### src/rtl/common.svh
// Shared compile-time definitions for the memory subsystem.
`ifndef COMMON_SVH
`define COMMON_SVH
`define DATA_WIDTH 32
`endif

### src/rtl/mem_pkg.sv
// mem_pkg: types and constants shared by the memory arbiter and its helpers.
//   arb_state_t : arbiter sequencer states
//   mem_req_t   : latched single transaction (address, direction, write data)
//   FIFO_ADDR   : address the memory map decodes as the write-only output FIFO
`include "common.svh"

package mem_pkg;

  localparam int DATA_W = `DATA_WIDTH;

  localparam logic [31:0] FIFO_ADDR = 32'hFFFF_FFFF;

  typedef enum logic [2:0] {
    IDLE,
    ADDR,
    READ,
    WAIT,
    RESP
  } arb_state_t;

  typedef struct packed {
    logic [31:0]       addr;
    logic              write;
    logic [DATA_W-1:0] wdata;
  } mem_req_t;

endpackage

### src/rtl/mem_arbiter_rr_pick2.sv
// rr_pick2: combinational two-way round-robin select.
//   req_i      [1:0] in   request vector (bit 0 = m0, bit 1 = m1)
//   last_gnt_i       in   requester granted last (0 = m0, 1 = m1)
//   gnt_o      [1:0] out  one-hot grant, all zero when nothing requests
module rr_pick2 (
  input  logic [1:0] req_i,
  input  logic       last_gnt_i,
  output logic [1:0] gnt_o
);

  always_comb begin
    gnt_o = 2'b00;
    if (req_i == 2'b11) begin
      // Contention: favour whoever did not win last time.
      gnt_o = last_gnt_i ? 2'b01 : 2'b10;
    end else begin
      gnt_o = req_i;
    end
  end

endmodule

### src/rtl/mem_arbiter.sv
// mem_arbiter: two-requester arbiter and sequencer in front of the memory map
// (BRAM with 1-cycle synchronous read + write-only output FIFO).
//   clk, rst                      clock, synchronous active-high reset
//   m0_* / m1_*                   req/addr/write/wdata in, ack/rdata/err out
//                                 (m0 = loader/debug, m1 = CPU data port)
//   mm_addr, mm_write, mm_wdata   drive the memory map CPU-side interface
//   mm_rdata, mm_invalid          read data and address-decode error from map
//   fifo_full                     output FIFO full flag
module mem_arbiter
  import mem_pkg::*;
#(
  parameter logic [31:0] FIFO_ADDR = mem_pkg::FIFO_ADDR,
  parameter int          STALL_MAX = 255,
  parameter int          STALL_W   = 8
) (
  input  logic              clk,
  input  logic              rst,
  input  logic              m0_req,
  input  logic [31:0]       m0_addr,
  input  logic              m0_write,
  input  logic [DATA_W-1:0] m0_wdata,
  output logic              m0_ack,
  output logic [DATA_W-1:0] m0_rdata,
  output logic              m0_err,
  input  logic              m1_req,
  input  logic [31:0]       m1_addr,
  input  logic              m1_write,
  input  logic [DATA_W-1:0] m1_wdata,
  output logic              m1_ack,
  output logic [DATA_W-1:0] m1_rdata,
  output logic              m1_err,
  output logic [31:0]       mm_addr,
  output logic              mm_write,
  output logic [DATA_W-1:0] mm_wdata,
  input  logic [DATA_W-1:0] mm_rdata,
  input  logic              mm_invalid,
  input  logic              fifo_full
);

  localparam logic [STALL_W-1:0] CNT_LAST = STALL_W'(STALL_MAX - 1);

  arb_state_t          state_q, state_d;
  logic                last_gnt_q, last_gnt_d;
  logic                owner_q, owner_d;
  mem_req_t            req_q, req_d;
  logic [STALL_W-1:0]  cnt_q, cnt_d;
  logic [DATA_W-1:0]   rdata_q, rdata_d;
  logic                err_q, err_d;

  logic [1:0]          gnt;
  logic [31:0]         mm_addr_c;
  logic                mm_write_c;
  logic [DATA_W-1:0]   mm_wdata_c;
  logic                resp_c;

  rr_pick2 u_pick (
    .req_i      ({m1_req, m0_req}),
    .last_gnt_i (last_gnt_q),
    .gnt_o      (gnt)
  );

  always_comb begin
    state_d    = state_q;
    last_gnt_d = last_gnt_q;
    owner_d    = owner_q;
    req_d      = req_q;
    cnt_d      = cnt_q;
    rdata_d    = rdata_q;
    err_d      = err_q;
    mm_addr_c  = '0;
    mm_write_c = 1'b0;
    mm_wdata_c = '0;

    case (state_q)
      IDLE: begin
        if (|gnt) begin
          owner_d = gnt[1];
          if (gnt[1]) begin
            req_d.addr  = m1_addr;
            req_d.write = m1_write;
            req_d.wdata = m1_wdata;
          end else begin
            req_d.addr  = m0_addr;
            req_d.write = m0_write;
            req_d.wdata = m0_wdata;
          end
          rdata_d = '0;
          err_d   = 1'b0;
          cnt_d   = '0;
          state_d = ADDR;
        end
      end

      ADDR: begin
        mm_addr_c  = req_q.addr;
        mm_wdata_c = req_q.wdata;
        if (mm_invalid) begin
          err_d   = 1'b1;
          state_d = RESP;
        end else if (req_q.addr == FIFO_ADDR && !req_q.write) begin
          // The FIFO has no read side.
          err_d   = 1'b1;
          state_d = RESP;
        end else if (req_q.write) begin
          if (req_q.addr == FIFO_ADDR && fifo_full) begin
            cnt_d   = '0;
            state_d = WAIT;
          end else begin
            mm_write_c = 1'b1;
            state_d    = RESP;
          end
        end else begin
          state_d = READ;
        end
      end

      READ: begin
        // BRAM output is valid one cycle after the address was presented.
        mm_addr_c = req_q.addr;
        rdata_d   = mm_rdata;
        state_d   = RESP;
      end

      WAIT: begin
        cnt_d = cnt_q + 1'b1;
        if (!fifo_full) begin
          // Go back through ADDR so the write is issued exactly once.
          state_d = ADDR;
        end else if (cnt_q == CNT_LAST) begin
          err_d   = 1'b1;
          state_d = RESP;
        end
      end

      RESP: begin
        last_gnt_d = owner_q;
        state_d    = IDLE;
      end

      default: state_d = IDLE;
    endcase
  end

  always_ff @(posedge clk) begin
    if (rst) begin
      state_q    <= IDLE;
      last_gnt_q <= 1'b1;
      owner_q    <= 1'b0;
      req_q      <= '0;
      cnt_q      <= '0;
      rdata_q    <= '0;
      err_q      <= 1'b0;
    end else begin
      state_q    <= state_d;
      last_gnt_q <= last_gnt_d;
      owner_q    <= owner_d;
      req_q      <= req_d;
      cnt_q      <= cnt_d;
      rdata_q    <= rdata_d;
      err_q      <= err_d;
    end
  end

  // Outputs are masked while rst is high so an abandoned transaction cannot
  // write or acknowledge during the reset cycle itself.
  assign resp_c   = (state_q == RESP) && !rst;

  assign m0_ack   = resp_c && !owner_q;
  assign m1_ack   = resp_c &&  owner_q;
  assign m0_rdata = m0_ack ? rdata_q : '0;
  assign m1_rdata = m1_ack ? rdata_q : '0;
  assign m0_err   = m0_ack && err_q;
  assign m1_err   = m1_ack && err_q;

  assign mm_addr  = rst ? '0 : mm_addr_c;
  assign mm_write = mm_write_c && !rst;
  assign mm_wdata = rst ? '0 : mm_wdata_c;

endmodule

### config.mk
export PLATFORM = sky130hd
export DESIGN_NAME = mem_arbiter
export DESIGN_NICKNAME = d
export VERILOG_FILES = /design/src/rtl/mem_pkg.sv /design/src/rtl/mem_arbiter_rr_pick2.sv /design/src/rtl/mem_arbiter.sv
export VERILOG_INCLUDE_DIRS = /design/src /design/src/rtl
export SDC_FILE = /design/constraint.sdc
export NUM_CORES = 1
export LEC_CHECK = 0
export ABC_AREA = 1
export CAP_MARGIN = 0
export CORE_ASPECT_RATIO = 0.8
export CORE_UTILIZATION = 44
export CTS_CLUSTER_DIAMETER = 100
export DETAILED_ROUTE_END_ITERATION = 6
export GPL_TIMING_DRIVEN = 0
export PLACE_DENSITY = 0.87
export SETUP_SLACK_MARGIN = 0.15
export SLEW_MARGIN = 20
export SYNTH_ARGS = -nofsm -noshare
export SYNTH_HDL_FRONTEND = slang
export SYNTH_HIERARCHICAL = 1
export SYNTH_SLANG_ARGS = --single-unit
export TNS_END_PERCENT = 10
### constraint.sdc
create_clock -name clk -period 3.4 [get_ports clk]
set_clock_uncertainty 0.2 [all_clocks]
set_input_delay 0.68 -clock clk [delete_from_list [all_inputs] [get_ports clk]]
set_output_delay 0.68 -clock clk [all_outputs]
set_load 0.03 [all_outputs]
==> reports/results.ini, run 1 <==
[pwr]
ir_worst_vdd_mv = 0.311
power_switching_mw = 1.53
pwr-share-comb_pct = 35.3
pwr-share-seq_pct = 38.4
p_int_mw = 2.67
swShare_pct = 36.3
power_density_nw_per_um2 = 448
p_leak_nw = 4.11
pwr-share-clk_pct = 26.3

[sta]
report.final.slew_viol_count = 0
slew_headroom_pct = 41.4
rsz0062_at_grt = yes
setup_viol = 0
tightest_slew_ps = 878
finalHoldViolCount = 0
fmax_mhz = 306
finalCritPeriodShare_pct = 96.0
finalSetupTns_ps = 0
timing.final.ws_setup_ps = 135
period_needed_ps = 3270

[layout]
regArea_um2 = 2220
mostFrequentLayoutCells = 288 x nand2_1, 172 x clkdlybuf4s50_1, 119 x nor2_1
multiInputGateArea_um2 = 3070
fin_area_um2 = 9360
n_fill_cell = 1191
layout.nets = 1457
drive_gt1_share_pct = 9.06
area_growth_pct = 54.4
final_common_cell = nand2_1
antennaDiodeCount = 0

[floorplan]
core_um2 = 13100
ios = 301
num_rows = 37
initial_utilization_pct = 46.1
die_height_um = 107
die_area_um2 = 14300
die_w_um = 133

[setup_path]
crit_path_start_kind = input port
r2r_start = last_gnt_q
worstPathArrival_ps = 2390
cp_data_required_time_ps = 2520
crit_chain = clkbuf_1 > inv_1 > nand2_1 > clkbuf_1 > nor2_1 > clkdlybuf4s15_1
cp-end-kind = primary output
critical_path.startpoint = rst
critPathSlowestCell = clkbuf_1
crit_path_max_fanout = 10
cpMostUsedCell = clkbuf_1
crit_family = buffers and inverters
path_buf_inv = 4
path_class = in2out
slowest_delay_ps = 410

[hold_path]
min_from = req_q[21]
hold_path.class = reg2reg

[placed_design]
gp_congestion = 0.937
io_buffers = 299
dpl_cell_area_um2 = 9280
place_ws_ps = -97.0
place_hpwl_um = 16300

[grt]
grt_pass1_wl_um = 33200
grt_pass1_vias = 6975
grt_overflow = 0
track_usage_pct = 29.3
grt_start_max_net_pins = 20
antenna_found_initial = 0

[route]
avgViaCountPerCell = 4.89
dr.pass1.iters = 7
vias = 7175
first_iter_violations = 441
drc_errors = 1
routed_wl_um = 20800
antenna_left = 0
wire_per_inst_um = 14.2

[synth]
ys_ff_latch = 111
synth.distinct_cells = 25
synth.yosys.seq_area_share_pct = 36.6
syn_nets = 1147
yosys_warnings = 6
syn_area_per_cell_um2 = 6.21
mappedNetlistArea_um2 = 6060
synth_cells = 977

[job]
max_cap_violations = 0

[cts]
clkTransAtPathRegs_ps = 80
clkLatencyLatePin_ps = 360
clockBufferDepth = 2
cts_tree = done
cts-root-buf = clkbuf_16
clkSinkCount = 111
htreeDepth = 3
numCtsBuffers = 9

[status]
outcome = finished with violations
violations = DRC

power groups by stage:
stage	clock network, mW	logic (mW)	registers [mW]
after floorplan	0	0.949	1.62
after global placement	0	1.47	1.63
after detailed placement	0	1.50	1.64
after CTS	1.12	1.48	1.61
after global routing	1.16	1.64	1.63
final	1.10	1.48	1.61
layout make-up:
| cell class | instances | share of cell area (%) |
|---|---|---|
| Multi-Input combinational cell | 681 | 32.8 |
| Clock inverter | 6 | 0.815 |
| Timing Repair Buffer | 299 | 29.3 |
| Inverter | 118 | 4.73 |
| Buffer | 67 | 3.74 |
| Tap cell | 175 | 2.34 |
| Sequential cell | 111 | 23.8 |
| Clock buffer | 10 | 2.55 |
kinds of logic (layout without fill, tap and decap cells):
logic type | after synthesis | after routing | share of synthesized area [%]
and+or+nand+nor | 496 | 496 | 34.6
buffers and inverters | 185 | 500 | 13.0
AOI/OAI and AO/OA | 181 | 181 | 15.0
DFF | 111 | 111 | 36.6
adders and majority gates | 2 | 2 | 0.413
xor gates and xnor gates | 2 | 2 | 0.289
stage by stage:
stage / total power [mW] / instances / util (%) / hold slack (ps)
after floorplan: 2.56 / 977 / - / 230
after global placement: 3.10 / 1451 / 70.6 / 240
after detailed placement: 3.14 / 1451 / 70.6 / 244
after CTS: 4.21 / 1467 / 71.9 / 256
after global routing: 4.44 / 1467 / 71.2 / 275
final: 4.20 / 1467 / 71.2 / 254
sequential cells by signal, indices dropped and copies added, names as in the netlist:
signal and flops:
err_q 1, req_q 65, last_gnt_q 1, cnt_q 8, state_q 3, owner_q 1, rdata_q 32
layer usage:
layer  track usage, %  share of wire, %
met5                0                 0
met4             10.7               2.8
met3             5.82               6.2
met2             50.5                48
met1             36.3                43
synth_stat cells, drive strengths merged:
master | number | area (um2)
a21oi | 112 | 561
buf | 32 | 213
clkbuf | 35 | 131
clkinv | 1 | 3.75
dfxtp | 111 | 2220
ha | 2 | 25.0
inv | 117 | 439
nand2 | 288 | 1080
nand3 | 45 | 225
nand4 | 4 | 25.0
nor2 | 120 | 458
nor3 | 36 | 292
o21ai | 68 | 344
o21bai | 1 | 7.51
or2 | 3 | 18.8
xor2 | 2 | 17.5
worst register-to-register path, stage by stage (launching register included):
cell,delay (ps)
dfxtp_1,350
a21oi_1,180
clkbuf_1,290
buf_2,330
clkbuf_1,390
nand2_1,90
nand2_1,80
o21ai_0,100
a21oi_1,140
worst paths after layout:
path	slack, ps	depth (start not counted)	end
setup reg to reg	1170	8	req_q[35]
setup / recovery	130	6	mm_wdata[7]
hold reg to reg	250	2	req_q[21]
hold / removal	250	2	req_q[21]
repair_timing:
item	in CTS	in global routing
hold buffers	0	0
endpoints found under the hold margin	0	0
pin swaps	0	1
setup endpoints to repair	124	103
setup buffers	0	0
gates resized for setup	130	113
(Power assumes the default switching activity.)
==> inputs of run 2 (changes only) <==
--- a/config.mk
+++ b/config.mk
@@ -10,9 +10,8 @@
 export CAP_MARGIN = 0
 export CORE_ASPECT_RATIO = 0.8
 export CORE_UTILIZATION = 44
-export CTS_CLUSTER_DIAMETER = 100
+export CTS_CLUSTER_DIAMETER = 150
 export DETAILED_ROUTE_END_ITERATION = 6
-export GPL_TIMING_DRIVEN = 0
 export PLACE_DENSITY = 0.87
 export SETUP_SLACK_MARGIN = 0.15
 export SLEW_MARGIN = 20
==> reports/results.ini, run 2 (synthesized netlist as in run 1, its figures left out) <==
[layout]
area_growth_pct = 55.7
n_fill_cell = 1086  ; -8.8%
final_cells = 1413  ; -3.7%
final_common_cell = nand2_1
largestRegisters = req_q x65, rdata_q x32, cnt_q x8
antennaDiodeCount = 0  ; unchanged
multiInputGateArea_um2 = 3080  ; +0.37%
regArea_um2 = 2220  ; about the same
max_flop_register = req_q
layout.nets = 1403  ; -3.7%
mostFrequentLayoutCells = 288 x nand2_1, 170 x clkdlybuf4s50_1, 119 x nor2_1
drive_gt1_share_pct = 9.05  ; about the same
fin_area_um2 = 9440  ; +0.86%
largest_reg_flops = 65  ; unchanged

[sta]
report.final.slew_viol_count = 0  ; unchanged
tightest_slew_ps = 806  ; -72.1 ps
fmax_mhz = 303  ; -1.1%
rsz0062_at_grt = yes
timing.final.ws_setup_ps = 97.8  ; -36.8 ps
finalCritPeriodShare_pct = 97.1  ; +1.1 points
finalHoldViolCount = 0  ; unchanged
setup_viol = 0  ; unchanged
period_needed_ps = 3300  ; +36.8 ps
slew_headroom_pct = 46.2  ; +4.7 points

[floorplan]
die_area_um2 = 14300  ; unchanged
num_rows = 37  ; unchanged
initial_utilization_pct = 46.1  ; unchanged
die_w_um = 133  ; unchanged
ios = 301  ; unchanged
die_height_um = 107  ; unchanged
core_um2 = 13100  ; unchanged

[cts]
clkLatencyLatePin_ps = 340  ; -20 ps
cts-root-buf = clkbuf_16
clockBufferDepth = 2  ; unchanged
htreeDepth = 3  ; unchanged
clkTransAtPathRegs_ps = 80  ; about the same
cts_tree = done
clkSinkCount = 111  ; unchanged
numCtsBuffers = 9  ; unchanged

[placed_design]
dp_cells = 1397  ; -3.7%
place_hpwl_um = 14000  ; -14%
gp_congestion = 0.844  ; -10%
dpl_cell_area_um2 = 8980  ; -3.2%
io_buffers = 300  ; +0.33%
place_ws_ps = 222  ; +319 ps

[hold_path]
hold_path.class = reg2reg

[pwr]
ir_worst_vdd_mv = 0.302  ; -2.9%
power_density_nw_per_um2 = 421  ; -6.2%
p_leak_nw = 5.03  ; +22%

[setup_path]
cp_data_required_time_ps = 2520  ; about the same
path_buf_inv = 4  ; unchanged
crit_path_max_fanout = 33  ; +23
crit_chain = inv_1 > nor3_4 > inv_2 > o21ai_2 > inv_2 > nor3_2 > buf_4
critPathSlowestCell = inv_2
worstPathArrival_ps = 2420  ; +30 ps
cpMostUsedCell = inv_2
cp-end-kind = primary output
crit_family = buffers and inverters
crit_path_start_kind = flop
slowest_delay_ps = 610  ; +200 ps
path_class = reg2out

[route]
drc_errors = 0  ; -1
first_iter_violations = 371  ; -16%
dr.pass1.iters = 6  ; -1
vias = 6929  ; -3.4%
wire_per_inst_um = 13.6  ; -3.7%
antenna_left = 0  ; unchanged
avgViaCountPerCell = 4.90  ; +0.26%
routed_wl_um = 19300  ; -7.3%

[grt]
antenna_found_initial = 0  ; unchanged
grt_pass1_vias = 6334  ; -9.2%
track_usage_pct = 26.1  ; -3.2 points
grt_start_max_net_pins = 72  ; +260%
grt_pass1_wl_um = 29900  ; -10%
grt_overflow = 0  ; unchanged

[status]
outcome = finished, final reports clean

[job]
max_cap_violations = 0  ; unchanged

[run 2: changes by cell type in the layout (fill, tap and decap cells not counted), sizes merged, moves of 2 or more]
| cell | change |
|---|---|
| dlymetal6s2s | +70 |
| clkdlybuf4s50 | -2 |
| clkbuf | -70 |
| dlygate4sd2 | -62 |
| clkinvlp | +2 |
| buf | +30 |
| clkdlybuf4s15 | -20 |
| clkinv | -2 |
[run 2: tightest hold or removal path, cell delays in order, from the launching register on]
cell	delay [ps]
dfxtp_1	300
inv_1	60
a21oi_1	50
[run 2: metrics by stage]
step	hold slack (ps)	util, %	power, mW	TNS, ps
4_1_cts	257	70.4	4.00	0
3_5_place_dp	244	68.3	3.00	0
5_1_grt	274	71.8	4.23	-556
2_1_floorplan	230	-	2.56	0
6_report	255	71.8	3.97	0
3_3_place_gp	241	68.3	2.97	0
[run 2: where the power goes]
part	switching, mW	total (mW)	internal, mW
registers	0.0926	1.61	1.52
clock network	0.500	1.01	0.510
logic	0.855	1.35	0.498
total	1.45	3.97	2.53
[run 2: final timing paths]
path                                  from          end  slack (ps)  depth (start not counted)
worst max-delay path            state_q[1]  mm_addr[25]         100                          7
worst min-delay path             req_q[14]    req_q[14]         250                          2
worst max register to register  state_q[1]    req_q[32]        1120                          5
worst min register to register   req_q[14]    req_q[14]         250                          2
[run 2: layout make-up]
| class | instances | area share [%] |
|---|---|---|
| sequential | 111 | 23.5 |
| timing repair buffer | 312 | 33.8 |
| tap | 175 | 2.32 |
| clock buffer | 10 | 2.43 |
| inverter | 118 | 4.69 |
| multi-input combinational | 681 | 32.6 |
| clock inverter | 6 | 0.557 |
[run 2: routing by layer]
metal / wire [um] / track usage, % / vias to the layer above
met2: 9560 / 45.3 / 255
met1: 7860 / 31.4 / 3091
li1: - / - / 3545
met4: 563 / 9.50 / 0
met3: 1300 / 6.29 / 38
met5: 0 / 0 / -
[run 2: repair_timing]
action                                  4_1_cts  5_1_grt
pin swaps                                     0        0
endpoints found under the hold margin         0        0
hold buffers                                  0        0
endpoints found under the setup margin       59      110
buffers inserted                              0        0
resized for setup                             5       79
